[src/rtl/ctrl_pkg.sv]
// Shared opcode, control-encoding and state definitions for the instruction
// control sequencer and its combinational decoder.
package ctrl_pkg;

  // Full-word opcodes, including the first word of each two-word branch.
  localparam logic [15:0] OP_ABS  = 16'h7F88;
  localparam logic [15:0] OP_PAC  = 16'h7F8E;
  localparam logic [15:0] OP_APAC = 16'h7F8F;
  localparam logic [15:0] OP_SPAC = 16'h7F90;
  localparam logic [15:0] OP_B    = 16'hF900;
  localparam logic [15:0] OP_CALL = 16'hF800;
  localparam logic [15:0] OP_BANZ = 16'hF400;

  localparam logic [7:0] OP_ADDH = 8'h60;
  localparam logic [7:0] OP_ADDS = 8'h61;
  localparam logic [7:0] OP_LT   = 8'h6A;
  localparam logic [7:0] OP_LTA  = 8'h6C;
  localparam logic [7:0] OP_MPY  = 8'h6D;
  localparam logic [7:0] OP_LDP  = 8'h6F;
  localparam logic [7:0] OP_AND  = 8'h79;
  localparam logic [7:0] OP_OR   = 8'h7A;
  localparam logic [7:0] OP_LACK = 8'h7E;

  localparam logic [3:0] OP_ADD = 4'h0;
  localparam logic [3:0] OP_SUB = 4'h1;
  localparam logic [3:0] OP_LAC = 4'h2;

  localparam logic [2:0] ALU_ADD  = 3'b000;
  localparam logic [2:0] ALU_SUB  = 3'b001;
  localparam logic [2:0] ALU_AND  = 3'b010;
  localparam logic [2:0] ALU_OR   = 3'b011;
  localparam logic [2:0] ALU_ABS  = 3'b100;
  localparam logic [2:0] ALU_PASS = 3'b101;

  localparam logic [2:0] ACC_HOLD  = 3'b000;
  localparam logic [2:0] ACC_ALU   = 3'b001;
  localparam logic [2:0] ACC_IMM   = 3'b010;
  localparam logic [2:0] ACC_SHIFT = 3'b011;
  localparam logic [2:0] ACC_HI16  = 3'b100;

  localparam logic [1:0] PC_INC    = 2'b00;
  localparam logic [1:0] PC_BRANCH = 2'b01;
  localparam logic [1:0] PC_BANZ   = 2'b10;

  localparam logic [1:0] ALU_IN_DATA = 2'b00;
  localparam logic [1:0] ALU_IN_PROD = 2'b01;

  typedef enum logic {
    S_DECODE  = 1'b0,
    S_OPERAND = 1'b1
  } state_t;

  typedef struct packed {
    logic       mult_in_mux;
    logic [1:0] alu_in_mux;
    logic [2:0] accum_in_mux;
    logic       ar_in_mux;
    logic       data_mux;
    logic       data_ram_in;
    logic [1:0] pc_in_mux;
    logic       io_external_mux;
    logic [2:0] alu;
  } ctrl_bundle_t;

  localparam ctrl_bundle_t CTRL_HOLD = '{
    mult_in_mux: 1'b0, alu_in_mux: ALU_IN_DATA, accum_in_mux: ACC_HOLD,
    ar_in_mux: 1'b0, data_mux: 1'b0, data_ram_in: 1'b0, pc_in_mux: PC_INC,
    io_external_mux: 1'b0, alu: ALU_ADD
  };

  // Bundle with only the accumulator source and ALU operation set.
  function automatic ctrl_bundle_t ctrl_acc_alu(input logic [2:0] acc,
                                                input logic [2:0] op);
    ctrl_bundle_t b;
    b              = CTRL_HOLD;
    b.accum_in_mux = acc;
    b.alu          = op;
    return b;
  endfunction

endpackage

[src/rtl/ctrl_decode.sv]
// Combinational instruction decoder: one 16-bit word in, unregistered control
// bundle plus immediate, two-word and illegal flags out.
module ctrl_decode
  import ctrl_pkg::*;
#(
  parameter int IMM_W = 8
) (
  input  logic [15:0]      instruction,
  output ctrl_bundle_t     ctrl,
  output logic [IMM_W-1:0] imm,
  output logic             two_word,
  output logic             illegal
);

  logic [IMM_W-1:0] dma_s;
  logic [IMM_W-1:0] lack_s;
  logic [IMM_W-1:0] page_s;

  assign dma_s  = IMM_W'(instruction[6:0]);
  assign lack_s = IMM_W'(instruction[7:0]);
  assign page_s = IMM_W'(instruction[0]);

  // Priority decode: exact word, then high byte, then high nibble.
  always_comb begin
    ctrl     = CTRL_HOLD;
    imm      = {IMM_W{1'b0}};
    two_word = 1'b0;
    illegal  = 1'b0;
    case (instruction)
      OP_ABS:  ctrl = ctrl_acc_alu(ACC_ALU, ALU_ABS);
      OP_APAC: begin
        ctrl            = ctrl_acc_alu(ACC_ALU, ALU_ADD);
        ctrl.alu_in_mux = ALU_IN_PROD;
      end
      OP_PAC: begin
        ctrl            = ctrl_acc_alu(ACC_ALU, ALU_PASS);
        ctrl.alu_in_mux = ALU_IN_PROD;
      end
      OP_SPAC: begin
        ctrl            = ctrl_acc_alu(ACC_ALU, ALU_SUB);
        ctrl.alu_in_mux = ALU_IN_PROD;
      end
      OP_B, OP_CALL: begin
        two_word       = 1'b1;
        ctrl.pc_in_mux = PC_BRANCH;
      end
      OP_BANZ: begin
        two_word       = 1'b1;
        ctrl.pc_in_mux = PC_BANZ;
      end
      default: begin
        case (instruction[15:8])
          OP_ADDH: begin
            ctrl = ctrl_acc_alu(ACC_HI16, ALU_ADD);
            imm  = dma_s;
          end
          OP_ADDS: begin
            ctrl = ctrl_acc_alu(ACC_SHIFT, ALU_ADD);
            imm  = dma_s;
          end
          OP_AND: begin
            ctrl = ctrl_acc_alu(ACC_ALU, ALU_AND);
            imm  = dma_s;
          end
          OP_OR: begin
            ctrl = ctrl_acc_alu(ACC_ALU, ALU_OR);
            imm  = dma_s;
          end
          OP_LACK: begin
            ctrl = ctrl_acc_alu(ACC_IMM, ALU_ADD);
            imm  = lack_s;
          end
          OP_LDP: imm = page_s;
          OP_LT: begin
            ctrl.mult_in_mux = 1'b1;
            imm              = dma_s;
          end
          OP_LTA: begin
            ctrl             = ctrl_acc_alu(ACC_ALU, ALU_ADD);
            ctrl.mult_in_mux = 1'b1;
            ctrl.alu_in_mux  = ALU_IN_PROD;
            imm              = dma_s;
          end
          OP_MPY: begin
            ctrl.data_mux = 1'b1;
            imm           = dma_s;
          end
          default: begin
            case (instruction[15:12])
              OP_ADD: begin
                ctrl = ctrl_acc_alu(ACC_SHIFT, ALU_ADD);
                imm  = dma_s;
              end
              OP_SUB: begin
                ctrl = ctrl_acc_alu(ACC_SHIFT, ALU_SUB);
                imm  = dma_s;
              end
              OP_LAC: begin
                ctrl = ctrl_acc_alu(ACC_SHIFT, ALU_PASS);
                imm  = dma_s;
              end
              default: illegal = 1'b1;
            endcase
          end
        endcase
      end
    endcase
  end

endmodule

[src/rtl/ctrl_sequencer.sv]
// Registered instruction control sequencer: valid/ready word intake, two-word
// branch assembly and a held control bundle for a stallable datapath.
module ctrl_sequencer
  import ctrl_pkg::*;
#(
  parameter int PC_W           = 12,
  parameter int IMM_W          = 8,
  parameter bit NOP_ON_ILLEGAL = 1'b1
) (
  input  logic             clk,
  input  logic             reset,
  input  logic             instr_valid,
  input  logic [15:0]      instruction,
  output logic             instr_ready,
  input  logic             stall,
  output logic             ctrl_valid,
  output logic             multInMux_ctrl,
  output logic [1:0]       aluInMux_ctrl,
  output logic [2:0]       accumInMux_ctrl,
  output logic             arInMux_ctrl,
  output logic             dataMux_ctrl,
  output logic             dataRamIn_ctrl,
  output logic [1:0]       pcInMux_ctrl,
  output logic             ioExternalMux_ctrl,
  output logic [2:0]       alu_ctrl,
  output logic [IMM_W-1:0] imm,
  output logic [PC_W-1:0]  branch_target,
  output logic             illegal
);

  ctrl_bundle_t     dec_ctrl_s;
  logic [IMM_W-1:0] dec_imm_s;
  logic             dec_two_word_s;
  logic             dec_illegal_s;
  logic             accept_s;

  state_t           state_r;
  ctrl_bundle_t     ctrl_r;
  logic [IMM_W-1:0] imm_r;
  logic [PC_W-1:0]  branch_target_r;
  logic             illegal_r;
  logic             ctrl_valid_r;
  ctrl_bundle_t     pend_ctrl_r;
  logic [IMM_W-1:0] pend_imm_r;

  ctrl_decode #(
    .IMM_W(IMM_W)
  ) u_decode (
    .instruction(instruction),
    .ctrl       (dec_ctrl_s),
    .imm        (dec_imm_s),
    .two_word   (dec_two_word_s),
    .illegal    (dec_illegal_s)
  );

  // A held bundle blocks intake; a consumed or empty slot can refill this cycle.
  assign instr_ready = ~ctrl_valid_r | ~stall;
  assign accept_s    = instr_valid & instr_ready;

  assign ctrl_valid         = ctrl_valid_r;
  assign multInMux_ctrl     = ctrl_r.mult_in_mux;
  assign aluInMux_ctrl      = ctrl_r.alu_in_mux;
  assign accumInMux_ctrl    = ctrl_r.accum_in_mux;
  assign arInMux_ctrl       = ctrl_r.ar_in_mux;
  assign dataMux_ctrl       = ctrl_r.data_mux;
  assign dataRamIn_ctrl     = ctrl_r.data_ram_in;
  assign pcInMux_ctrl       = ctrl_r.pc_in_mux;
  assign ioExternalMux_ctrl = ctrl_r.io_external_mux;
  assign alu_ctrl           = ctrl_r.alu;
  assign imm                = imm_r;
  assign branch_target      = branch_target_r;
  assign illegal            = illegal_r;

  // Sequencer FSM and output bundle registers.
  always_ff @(posedge clk or posedge reset) begin
    if (reset) begin
      state_r         <= S_DECODE;
      ctrl_r          <= CTRL_HOLD;
      imm_r           <= {IMM_W{1'b0}};
      branch_target_r <= {PC_W{1'b0}};
      illegal_r       <= 1'b0;
      ctrl_valid_r    <= 1'b0;
      pend_ctrl_r     <= CTRL_HOLD;
      pend_imm_r      <= {IMM_W{1'b0}};
    end else if (accept_s) begin
      case (state_r)
        S_DECODE: begin
          if (dec_two_word_s || (dec_illegal_s && !NOP_ON_ILLEGAL)) begin
            // First branch word or a silently dropped opcode: nothing issues.
            ctrl_r          <= CTRL_HOLD;
            imm_r           <= {IMM_W{1'b0}};
            branch_target_r <= {PC_W{1'b0}};
            illegal_r       <= 1'b0;
            ctrl_valid_r    <= 1'b0;
            if (dec_two_word_s) begin
              pend_ctrl_r <= dec_ctrl_s;
              pend_imm_r  <= dec_imm_s;
              state_r     <= S_OPERAND;
            end else begin
              state_r <= S_DECODE;
            end
          end else begin
            ctrl_r          <= dec_ctrl_s;
            imm_r           <= dec_imm_s;
            branch_target_r <= {PC_W{1'b0}};
            illegal_r       <= dec_illegal_s;
            ctrl_valid_r    <= 1'b1;
            state_r         <= S_DECODE;
          end
        end
        S_OPERAND: begin
          ctrl_r          <= pend_ctrl_r;
          imm_r           <= pend_imm_r;
          branch_target_r <= instruction[PC_W-1:0];
          illegal_r       <= 1'b0;
          ctrl_valid_r    <= 1'b1;
          state_r         <= S_DECODE;
        end
        default: begin
          ctrl_r          <= CTRL_HOLD;
          imm_r           <= {IMM_W{1'b0}};
          branch_target_r <= {PC_W{1'b0}};
          illegal_r       <= 1'b0;
          ctrl_valid_r    <= 1'b0;
          state_r         <= S_DECODE;
        end
      endcase
    end else if (ctrl_valid_r && !stall) begin
      ctrl_r          <= CTRL_HOLD;
      imm_r           <= {IMM_W{1'b0}};
      branch_target_r <= {PC_W{1'b0}};
      illegal_r       <= 1'b0;
      ctrl_valid_r    <= 1'b0;
    end else begin
      ctrl_valid_r <= ctrl_valid_r;
    end
  end

endmodule

[config.mk]
export PLATFORM = sky130hd
export DESIGN_NAME = ctrl_sequencer
export DESIGN_NICKNAME = d
export VERILOG_FILES = /design/src/rtl/ctrl_pkg.sv /design/src/rtl/ctrl_decode.sv /design/src/rtl/ctrl_sequencer.sv
export SDC_FILE = /design/constraint.sdc
export NUM_CORES = 1
export LEC_CHECK = 0
export BUFFER_PORTS_ARGS = -buffer_cell sky130_fd_sc_hd__buf_2
export CORE_MARGIN = 3
export CORE_UTILIZATION = 47
export CTS_CLUSTER_DIAMETER = 120
export DETAILED_ROUTE_END_ITERATION = 10
export GPL_TIMING_DRIVEN = 0
export PLACE_DENSITY = 0.71
export SLEW_MARGIN = 10
export SYNTH_ARGS = -nofsm -noshare
export SYNTH_HDL_FRONTEND = slang
export SYNTH_SLANG_ARGS = --single-unit
[constraint.sdc]
create_clock -name clk -period 2.75 [get_ports clk]
set_input_delay 0.4125 -clock clk [delete_from_list [all_inputs] [get_ports clk]]
set_output_delay 0.4125 -clock clk [all_outputs]
set_load 0.005 [all_outputs]
==> run_results.csv <==
group,metric,value,unit
run_status,status,"complete, no violations",
cts,ctsLongestPathBuffers,2,
synthesis,syn-instance-count,237,
cells_and_area,finalNetCount,320,
synthesis,synth_top_cell_area_share,0.5235,
power_and_ir_drop,switching_power,0.3692,mW
sta,maxSlewHeadroom,0.4864,
critical_path,critPathCaptureType,"register",
sta,tns,0,ns
placement,place_congestion,0.9523,
sta,whs,0.09436,ns
cts,cts_root_buf,"clkbuf_8",
critical_path,cp.arrival,2.31,ns
sta,setup_viol,0,
synthesis,synth_warnings,0,
critical_path,crit_type,"in2reg",
cts,path_clk_slew,0.10,ns
critical_path,slowest_delay,0.65,ns
critical_path,required,2.95,ns
critical_path,critPathLaunchType,"primary input",
cells_and_area,antenna_cells,0,
synthesis,synth.most_common_cell,"dfrtp_1",
global_route,grt_pass1_vias,1992,
synthesis,ys_top_cells_by_area,"dfrtp_1 (52%), a22o_1 (5.2%), a22oi_1 (4.1%), nor2b_1 (3.7%), nand2_1 (2.4%)",
synthesis,synth_flop_cell,"dfrtp_1",
synthesis,syn-cell-area,2534,um2
placement,dp_hpwl,4.502,mm
cells_and_area,synthToLayoutAreaGrowth,19.56,%
die,core_area,5172,um2
power_and_ir_drop,combPwrFrac,0.109,
die,fp.dieH,79.42,um
critical_path,reg2reg_slack,0.77,ns
sta,report.final.slew_viol_count,0,
sta,worst_pin_slew,0.7658,ns
power_and_ir_drop,p_leak,1.522,nW
drt,drt-total-wl,6.170,mm
synthesis,ys_seq_elements,53,
drt,wire_per_inst,16.63,um
critical_path,slowest_stage,"nor4_4",
drt,drtAntennaViolNets,0,
cts,hold_buffers,0,
die,ios,58,
power_and_ir_drop,p_clk_frac,0.356,
cts,htreeDepth,2,
power_and_ir_drop,p_per_area,492.9,nW/um2
cts,insertion_delay,0.31,ns
synthesis,syn_avg_cell_area,10.69,um2
synthesis,synth_edf_count,0,
global_route,grt_usage,0.2088,
die,rows,26,
cts,cts.sinks,53,
power_and_ir_drop,power.internal,1.124,mW
global_route,grt_first_pass_wirelength,10.21,mm
synthesis,ys_seq_area_frac,0.5235,
synthesis,synth_commonest_cells,"dfrtp_1 (53), nand2_1 (16), a22o_1 (15), nor2b_1 (15), a22oi_1 (14)",
synthesis,synthDistinctLibCells,51,
global_route,antenna_found_initial,0,
drt,drtIter0Drc,151,
cts,ctsResizeCount,0,
global_route,grt_max_degree,34,
power_and_ir_drop,ir_worst_vdd,0.0002676,V
power_and_ir_drop,pwr-share-seq,0.535,
die,start_util,0.4898,
synthesis,async_reset_ff_frac,1.000,
sta,layout_worst_path_cycle_share,0.7645,
sta,fmax,475.7,MHz
sta,clock_skew,0.005251,ns
drt,drc,0,
cts,cts_setup_buffers,0,
die,die_w,79.42,um
drt,via_per_inst,5.666,
die,dieArea,6308,um2
cts,cts_buffers,5,
synthesis,yosysTopAreaCell,"dfrtp_1",
sta,fin_crit,2.102,ns
drt,dr.pass1.iters,4,
critical_path,crit_chain,"buf_2 > nor4_1 > nand4_1 > nor4_4 > buf_6 > nor2b_1",
sta,finalHoldViolations,0,
power_and_ir_drop,switching_share,0.2473,
critical_path,path_max_fanout,10,
cells_and_area,layout-drive-gt1-share,0.2525,
placement,numPortBuffers,52,
flow_run,cap_violations,0,
sta,rsz0062_at_grt,"no",
drt,vias,2102,
worst_hold_path,min_path_type,"in2async",
cts,tritoncts,"done",
global_route,grt-ovfl-total,0,
worst paths after layout:
check / start / end / cells after the start
setup / recovery: instruction[1] / pend_ctrl_r[11] / 6
hold / removal: reset / pend_imm_r[6] / 2
setup reg to reg: ctrl_valid / pend_ctrl_r[11] / 5
hold reg to reg: pend_ctrl_r[1] / pend_ctrl_r[1] / 1
max in group asynchronous: reset / alu_ctrl[1] / 3
min in group clk: instruction[4] / branch_target[4] / 2
flip-flops by register name (all words and copies together) (netlist names):
register	count
branch_target	12
pend_ctrl_r	11
imm	8
pend_imm_r	8
accumInMux_ctrl	3
alu_ctrl	3
pcInMux_ctrl	2
aluInMux_ctrl	1
ctrl_valid	1
dataMux_ctrl	1
illegal	1
multInMux_ctrl	1
state_r	1
metal layers:
metal,GRT usage,share of wire,routed length [um]
met4,0.07216,0.016,97
met2,0.3197,0.46,2847
met1,0.2990,0.47,2876
met5,0,0,0
met3,0.03612,0.057,349
final cells by class:
| class | count | area (um2) |
|---|---|---|
| sequential | 53 | 1326 |
| tap | 70 | 87.58 |
| clock buffer | 6 | 72.57 |
| inverter | 7 | 26.28 |
| fill | 444 | 2143 |
| clock inverter | 2 | 38.79 |
| buffer | 19 | 93.84 |
| timing repair buffer | 53 | 280.3 |
| multi-input combinational | 161 | 1104 |
metrics by stage:
stage               power, mW  area, um2  utilization  cells  worst slack [ns]
detailed placement     0.9746       2913       0.5631    363           0.07497
global placement       0.9691       2893       0.5593    362            0.1116
CTS                     1.501       3024       0.5847    371            0.3742
floorplan              0.9063       2545            -    240            0.7264
global route            1.552       3029       0.5856    371            0.5231
finish                  1.493       3029       0.5856    371            0.6476
worst max-delay path, delay by kind of cell:
| family | cells | cell delay [ns] |
|---|---|---|
| and+or+nand+nor | 4 | 1.52 |
| buffers and inverters | 2 | 0.37 |
logic make-up after synthesis:
logic type	Yosys count	synth area share
AO/OA/AOI/OAI	72	0.2158
XOR/XNOR	4	0.01383
buffers and inverters	26	0.04741
flip-flops	53	0.5235
multiplexers	2	0.007902
other	1	0.001480
AND/OR/NAND/NOR	79	0.1901
cell usage in the layout, fill, tap and decap left out, types with 6 or more instances in the layout:
master / synthesis / layout
inv_1: 7 / 6
o21ai_0: 11 / 11
nor2b_1: 15 / 15
clkbuf_1: 12 / 13
a21oi_1: 7 / 7
a22o_1: 15 / 15
nor2_1: 9 / 9
nand2_1: 16 / 16
dfrtp_1: 53 / 53
a22oi_1: 14 / 14
buf_2: 0 / 52
power by group through the flow:
| stage | Sequential, mW | Combinational [mW] | Clock, mW |
|---|---|---|---|
| final | 0.798 | 0.162 | 0.532 |
| after global routing | 0.800 | 0.181 | 0.570 |
| after CTS | 0.798 | 0.162 | 0.540 |
| after detailed placement | 0.814 | 0.161 | 0 |
| after global placement | 0.814 | 0.155 | 0 |
| after floorplan | 0.815 | 0.0916 | 0 |
Power figures use the tool's default switching activity.
